--- config.mk ---
export PLATFORM = sky130hd
export DESIGN_NAME = ball_collision_detect_flat
export DESIGN_NICKNAME = d
export VERILOG_FILES = /design/src/rtl/ball_collision_detect_if.sv /design/src/rtl/ball_collision_detect.sv /design/src/flat_wrapper.sv
export SDC_FILE = /design/constraint.sdc
export NUM_CORES = 1
export LEC_CHECK = 0
export CAP_MARGIN = 20
export CORE_MARGIN = 8
export CORE_UTILIZATION = 45
export DETAILED_ROUTE_END_ITERATION = 12
export PLACE_DENSITY = 0.79
export SLEW_MARGIN = 20
export SYNTH_ARGS = -nofsm -noshare
export SYNTH_HDL_FRONTEND = slang
export SYNTH_SLANG_ARGS = --single-unit
--- constraint.sdc ---
create_clock -name clk -period 2.4 [get_ports clk]
set_clock_uncertainty 0.15 [all_clocks]
set_input_delay 0.36 -clock clk [delete_from_list [all_inputs] [get_ports clk]]
set_output_delay 0.36 -clock clk [all_outputs]
set_load 0.1 [all_outputs]
--- src/rtl/ball_collision_detect_if.sv ---
`default_nettype none
// ============================================================================
//  Module      : ball_collision_detect_if
//  Description : Pixel/ball stream bundle between the raster source, the
//                motion block and the ball collision detector.
//  Revision    : 1.0  initial release
// ============================================================================
interface ball_collision_detect_if;
  // Raster and ball position toward the detector
  logic       frame_pulse;
  logic       pixel_valid;
  logic [9:0] pixel_x;
  logic [8:0] pixel_y;
  logic       solid;
  logic [9:0] ball_x;
  logic [8:0] ball_y;

  // Per-pixel results from the detector
  logic       ball_pixel;
  logic       collision;
  logic       ball_top_col;
  logic       ball_bottom_col;
  logic       ball_left_col;
  logic       ball_right_col;

  modport master (
    output frame_pulse, pixel_valid, pixel_x, pixel_y, solid, ball_x, ball_y,
    input  ball_pixel, collision, ball_top_col, ball_bottom_col,
           ball_left_col, ball_right_col
  );

  modport slave (
    input  frame_pulse, pixel_valid, pixel_x, pixel_y, solid, ball_x, ball_y,
    output ball_pixel, collision, ball_top_col, ball_bottom_col,
           ball_left_col, ball_right_col
  );
endinterface
`default_nettype wire

--- src/rtl/ball_collision_detect.sv ---
`default_nettype none
// ============================================================================
//  Module      : ball_collision_detect
//  Description : Pixel-rate ball/playfield collision detector. Two-stage
//                pipeline against a frame-stable shadow of the ball position,
//                producing the ball pixel, a collision strobe and per-edge
//                collision flags. Collisions are suppressed for a short window
//                around frame_pulse while the motion block clears its latches.
//  Options     : BALL_COL_CORNER_MASK_EN - when defined, the four corner
//                pixels are removed from the ball (rounded ball).
//  Revision    : 1.0  initial release
// ============================================================================
module ball_collision_detect #(
  parameter int BALL_SIZE = 4   // ball width/height in pixels, 2..8
) (
  input  logic                   clk,
  input  logic                   nRst,
  ball_collision_detect_if.slave bus
);

  localparam logic [10:0] C_SIZE_X = 11'(BALL_SIZE);
  localparam logic [10:0] C_LAST_X = 11'(BALL_SIZE - 1);
  localparam logic [9:0]  C_SIZE_Y = 10'(BALL_SIZE);
  localparam logic [9:0]  C_LAST_Y = 10'(BALL_SIZE - 1);

  // Frame pulse history: fp1 is the cycle the shadow loads, fp2/fp3 extend
  // the blanking window over the pipeline depth.
  logic       fp1_q, fp2_q, fp3_q;
  logic [9:0] sx_q;
  logic [8:0] sy_q;

  // Stage 1 registers
  logic hit1_q, solid1_q, et1_q, eb1_q, el1_q, er1_q;

  // Stage 2 (output) registers
  logic ball_pixel_q, collision_q, top_q, bottom_q, left_q, right_q;

  // Stage 1 combinational terms
  logic [10:0] dx;
  logic [9:0]  dy;
  logic        in_x, in_y;
  logic        e_t, e_b, e_l, e_r;
  logic        corner;
  logic        hit1_d;

  // Stage 2 combinational terms
  logic        blank;
  logic        collision_d;

  // Offset of the raster from the shadow position; the top bit is the borrow,
  // so a raster left of / above the ball can never fall inside the box and
  // a ball running off the right/bottom edge is clipped rather than wrapped.
  assign dx   = {1'b0, bus.pixel_x} - {1'b0, sx_q};
  assign dy   = {1'b0, bus.pixel_y} - {1'b0, sy_q};
  assign in_x = ~dx[10] & (dx < C_SIZE_X);
  assign in_y = ~dy[9]  & (dy < C_SIZE_Y);
  assign e_t  = (dy == 10'd0);
  assign e_b  = (dy == C_LAST_Y);
  assign e_l  = (dx == 11'd0);
  assign e_r  = (dx == C_LAST_X);

`ifdef BALL_COL_CORNER_MASK_EN
  // A corner pixel is one where a row edge and a column edge coincide.
  assign corner = (e_t | e_b) & (e_l | e_r);
`else
  assign corner = 1'b0;
`endif

  assign hit1_d      = bus.pixel_valid & in_x & in_y & ~corner;
  assign blank       = bus.frame_pulse | fp1_q | fp2_q | fp3_q;
  assign collision_d = hit1_q & solid1_q & ~blank;

  // Frame pulse delay line and shadow position load on the delayed pulse
  always_ff @(posedge clk or negedge nRst) begin
    if (!nRst) begin
      fp1_q <= 1'b0;
      fp2_q <= 1'b0;
      fp3_q <= 1'b0;
      sx_q  <= 10'd0;
      sy_q  <= 9'd0;
    end else begin
      fp1_q <= bus.frame_pulse;
      fp2_q <= fp1_q;
      fp3_q <= fp2_q;
      if (fp1_q) begin
        sx_q <= bus.ball_x;
        sy_q <= bus.ball_y;
      end
    end
  end

  // Stage 1: box membership, edge flags and the aligned solid bit
  always_ff @(posedge clk or negedge nRst) begin
    if (!nRst) begin
      hit1_q   <= 1'b0;
      solid1_q <= 1'b0;
      et1_q    <= 1'b0;
      eb1_q    <= 1'b0;
      el1_q    <= 1'b0;
      er1_q    <= 1'b0;
    end else begin
      hit1_q   <= hit1_d;
      solid1_q <= bus.solid;
      et1_q    <= e_t;
      eb1_q    <= e_b;
      el1_q    <= e_l;
      er1_q    <= e_r;
    end
  end

  // Stage 2: registered ball pixel, blanked collision and per-edge flags
  always_ff @(posedge clk or negedge nRst) begin
    if (!nRst) begin
      ball_pixel_q <= 1'b0;
      collision_q  <= 1'b0;
      top_q        <= 1'b0;
      bottom_q     <= 1'b0;
      left_q       <= 1'b0;
      right_q      <= 1'b0;
    end else begin
      ball_pixel_q <= hit1_q;
      collision_q  <= collision_d;
      top_q        <= collision_d & et1_q;
      bottom_q     <= collision_d & eb1_q;
      left_q       <= collision_d & el1_q;
      right_q      <= collision_d & er1_q;
    end
  end

  assign bus.ball_pixel      = ball_pixel_q;
  assign bus.collision       = collision_q;
  assign bus.ball_top_col    = top_q;
  assign bus.ball_bottom_col = bottom_q;
  assign bus.ball_left_col   = left_q;
  assign bus.ball_right_col  = right_q;

endmodule
`default_nettype wire

--- src/flat_wrapper.sv ---
// flat-port wrapper written by rule: the top's interface ports become plain ports
module ball_collision_detect_flat 
#(
  parameter int BALL_SIZE = 4                                       
)
  (clk, nRst, bus_frame_pulse, bus_pixel_valid, bus_pixel_x, bus_pixel_y, bus_solid, bus_ball_x, bus_ball_y, bus_ball_pixel, bus_collision, bus_ball_top_col, bus_ball_bottom_col, bus_ball_left_col, bus_ball_right_col);
  ball_collision_detect_if bus_i ();
  input  logic clk;
  input  logic nRst;
  input wire logic [$bits(bus_i.frame_pulse)-1:0] bus_frame_pulse;
  input wire logic [$bits(bus_i.pixel_valid)-1:0] bus_pixel_valid;
  input wire logic [$bits(bus_i.pixel_x)-1:0] bus_pixel_x;
  input wire logic [$bits(bus_i.pixel_y)-1:0] bus_pixel_y;
  input wire logic [$bits(bus_i.solid)-1:0] bus_solid;
  input wire logic [$bits(bus_i.ball_x)-1:0] bus_ball_x;
  input wire logic [$bits(bus_i.ball_y)-1:0] bus_ball_y;
  output wire logic [$bits(bus_i.ball_pixel)-1:0] bus_ball_pixel;
  output wire logic [$bits(bus_i.collision)-1:0] bus_collision;
  output wire logic [$bits(bus_i.ball_top_col)-1:0] bus_ball_top_col;
  output wire logic [$bits(bus_i.ball_bottom_col)-1:0] bus_ball_bottom_col;
  output wire logic [$bits(bus_i.ball_left_col)-1:0] bus_ball_left_col;
  output wire logic [$bits(bus_i.ball_right_col)-1:0] bus_ball_right_col;
  assign bus_i.frame_pulse = bus_frame_pulse;
  assign bus_i.pixel_valid = bus_pixel_valid;
  assign bus_i.pixel_x = bus_pixel_x;
  assign bus_i.pixel_y = bus_pixel_y;
  assign bus_i.solid = bus_solid;
  assign bus_i.ball_x = bus_ball_x;
  assign bus_i.ball_y = bus_ball_y;
  assign bus_ball_pixel = bus_i.ball_pixel;
  assign bus_collision = bus_i.collision;
  assign bus_ball_top_col = bus_i.ball_top_col;
  assign bus_ball_bottom_col = bus_i.ball_bottom_col;
  assign bus_ball_left_col = bus_i.ball_left_col;
  assign bus_ball_right_col = bus_i.ball_right_col;
  ball_collision_detect #(.BALL_SIZE(BALL_SIZE)) u_core (.clk(clk), .nRst(nRst), .bus(bus_i));
endmodule
==> out/metrics.cfg <==
[outcome]
status = complete, but fails checks
failed_checks = setup timing

[clock_network]
h-tree-depth = 2
numCtsBuffers = 5
cts_tree = yes
clk_latency_ps = 280
clk_pin_slew_ps = 70
cts_sinks = 34
cts_buffer_depth = 2
cts-root-buf = clkbuf_8
cts_hold_buf = 0

[yosys]
synth_seq_area_share_pct = 41.1
synth_ff_type = dfrtp_1
syn_area_sq_um = 2070
synthCells = 222
synth_edf_count = 0
yosysWarnings = 0
syn_avg_cell_area_sq_um = 9.33
async_reset_ff_share_pct = 100
syn-num-nets = 286
synth.distinct_cells = 44
ys_ff_latch = 34

[floorplanning]
die_w_um = 83.8
die_area_sq_um = 7030
start_util_pct = 47.2
rows = 24
ios = 49
die_height_um = 83.8
core_area_sq_um = 4380

[sta]
fin_setup_tns_ps = -184
finalHoldWorstSlack_ps = 231
maxSlewHeadroom_pct = 71.6
finalHoldViolations = 0
rsz0062_at_grt = true
finalCritPeriodShare_pct = 105
layout_min_cycle_time_ps = 2510
max_clock_freq_ghz = 0.399
tightestPinTransition_ps = 426
setup_viol = 2
drv_slew = 0
fin_ws_ps = -109

[setup_path]
cp_slowest_stage_delay_ps = 410
worstSetupPathType = reg -> reg
path_max_fanout = 3
worst_path_max_delay_cell = a2111oi_2
path_cells = ha_2 -> fa_2 -> nor2b_4 -> o31a_2 -> o211ai_1 -> a2111oi_2 -> o311ai_2 -> nor4bb_2
r2r_start = u_core.sx_q[0]
critPathArrivalTime_ps = 2540
cp-end-kind = register
startpoint = u_core.sx_q[0]
cp.required_ps = 2430
critPathLaunchType = register

[route]
drcViolationCount = 0
viasPerCell = 5.24
postRouteAntennaNets = 0
avgRoutedWirePerCell_um = 14.2
vias = 1907
dr.pass1.iters = 4
drt_iter0_markers = 74
drt-total-wl_um = 5170

[pwr]
peakVddDrop_mv = 0.347
p_switching_uw = 508
comb_power_share_pct = 36.4
p_leak_nw = 1.45
p_seq_share_pct = 37.2
pwr-share-clk_pct = 26.4
swShare_pct = 30.6
p_per_area_nw_per_um2 = 541
internal_power_mw = 1.15

[finish]
area.growth.synth_to_final_pct = 47.9
antenna_cells = 0
drive_above_1_share_pct = 25.0
register_area_sq_um = 851
fillerInstances = 346
finalNetCount = 375
multi_input_area_sq_um = 1200
final_util_pct = 69.9

[placed_design]
gp_congestion = 0.837
numPortBuffers = 48
dp_hpwl_um = 3920

[min_path]
worstHoldStart = u_core.hit1_q
hp-class = reg -> reg

[global_route]
first_global_vias = 1964
antenna_found_initial = 0
track_usage_pct = 14.6
grt_max_degree = 38
grt_pass1_wl_um = 8760
grt_overflow = 0

[flow_run]
cap_violations = 0

==> cell type report <==
cell class	count	area share [%]
clock buffer	6	2.70
tap	52	2.12
timing repair buffer	88	25.0
multi-input combinational	158	39.1
sequential	34	27.8
inverter	24	2.94
clock inverter	2	0.408
==> cells in the mapped netlist, types with 3 or more instances <==
| cell | count | area [sq um] |
|---|---|---|
| nor2_1 | 6 | 22.5 |
| o31ai_1 | 3 | 22.5 |
| and2_1 | 4 | 25.0 |
| ha_1 | 19 | 238 |
| inv_1 | 24 | 90.1 |
| nor3_1 | 5 | 25.0 |
| a31oi_1 | 3 | 18.8 |
| xnor2_1 | 7 | 61.3 |
| o21ai_0 | 25 | 125 |
| nand2_1 | 30 | 113 |
| nor2b_1 | 3 | 18.8 |
| nor4_1 | 6 | 37.5 |
| clkbuf_1 | 3 | 11.3 |
| a21oi_1 | 12 | 60.1 |
| dfrtp_1 | 34 | 851 |
==> registers in the layout (all words and copies together), names as in the netlist <==
register                    cells
u_core.sx_q                    10
u_core.sy_q                     9
u_core.bus.ball_bottom_col      1
u_core.bus.ball_left_col        1
u_core.bus.ball_pixel           1
u_core.bus.ball_right_col       1
u_core.bus.ball_top_col         1
u_core.bus.collision            1
u_core.eb1_q                    1
u_core.el1_q                    1
u_core.er1_q                    1
u_core.et1_q                    1
u_core.fp1_q                    1
u_core.fp2_q                    1
u_core.fp3_q                    1
u_core.hit1_q                   1
u_core.solid1_q                 1
==> final timing paths <==
check | cells after the start | endpoint | slack (ps)
worst min register to register | 0 | u_core.bus.ball_pixel | 230
worst min-delay path | 0 | u_core.bus.ball_pixel | 230
max in group asynchronous | 2 | u_core.sy_q[2] | 1450
worst max register to register | 8 | u_core.hit1_q | -110
worst max-delay path | 8 | u_core.hit1_q | -110
min in group asynchronous | 2 | u_core.sy_q[8] | 340
==> per-stage QoR <==
stage	power (mW)	area, sq um	setup slack, ps	cells
global route	1.76	3060	-215	364
CTS	1.63	2990	-125	362
finish	1.66	3060	-109	364
floorplan	0.931	2080	44.4	222
detailed placement	1.18	2860	-583	353
global placement	1.16	2860	-500	353
==> power by group through the flow <==
| stage | logic (mW) | clock network, mW | registers, mW |
|---|---|---|---|
| 2_1_floorplan | 0.307 | 0 | 0.624 |
| 3_3_place_gp | 0.539 | 0 | 0.625 |
| 3_5_place_dp | 0.550 | 0 | 0.627 |
| 4_1_cts | 0.569 | 0.446 | 0.617 |
| 5_1_grt | 0.663 | 0.480 | 0.620 |
| 6_report | 0.602 | 0.438 | 0.617 |
==> worst max-delay path, delay by kind of cell, from the launching register on <==
family,cells,cell delay [ps]
compound gates,4,870
simple gates,2,440
fa+ha+maj,2,570
flops,1,390
==> cell usage in the layout (no fill, tap or decap), types with 3 or more instances in the layout <==
cell type        netlist  routed
buf_4                  0      46
a31oi_1                3       3
clkdlybuf4s50_1        0      38
o21ai_0               25      25
dlygate4sd2_1          0       3
nor2_1                 6       6
inv_1                 24      22
and2_1                 4       4
nand2_1               30      30
ha_1                  19      17
nor3_1                 5       5
a21oi_1               12      11
nor2b_1                3       3
nor4_1                 6       4
xnor2_1                7       7
clkbuf_8               0       6
dfrtp_1               34      34
==> cell families (layout without fill, tap and decap cells) <==
logic type      after synthesis  after routing  synth area share, %
simple gates                 64             64                 15.6
compound gates               61             61                 19.0
flops                        34             34                 41.1
buf+inv                      30            120                 5.56
fa+ha+maj                    21             21                 13.4
xor+xnor                      9              9                 3.81
mux                           3              3                 1.57
==> layer usage <==
layer | global-route usage [%] | vias up | share of wire, %
li1 | - | 957 | -
met1 | 18.9 | 899 | 48
met2 | 23.5 | 47 | 47
met3 | 4.10 | 4 | 4.1
met4 | 3.30 | 0 | 0.77
met5 | 0 | - | 0
==> timing repair <==
| item | in CTS | in global routing |
|---|---|---|
| endpoints found under the setup margin | 5 | 5 |
| setup buffers | 1 | 2 |
| pin swaps | 13 | 15 |
| gates resized for setup | 11 | 11 |
(Power assumes the default switching activity.)
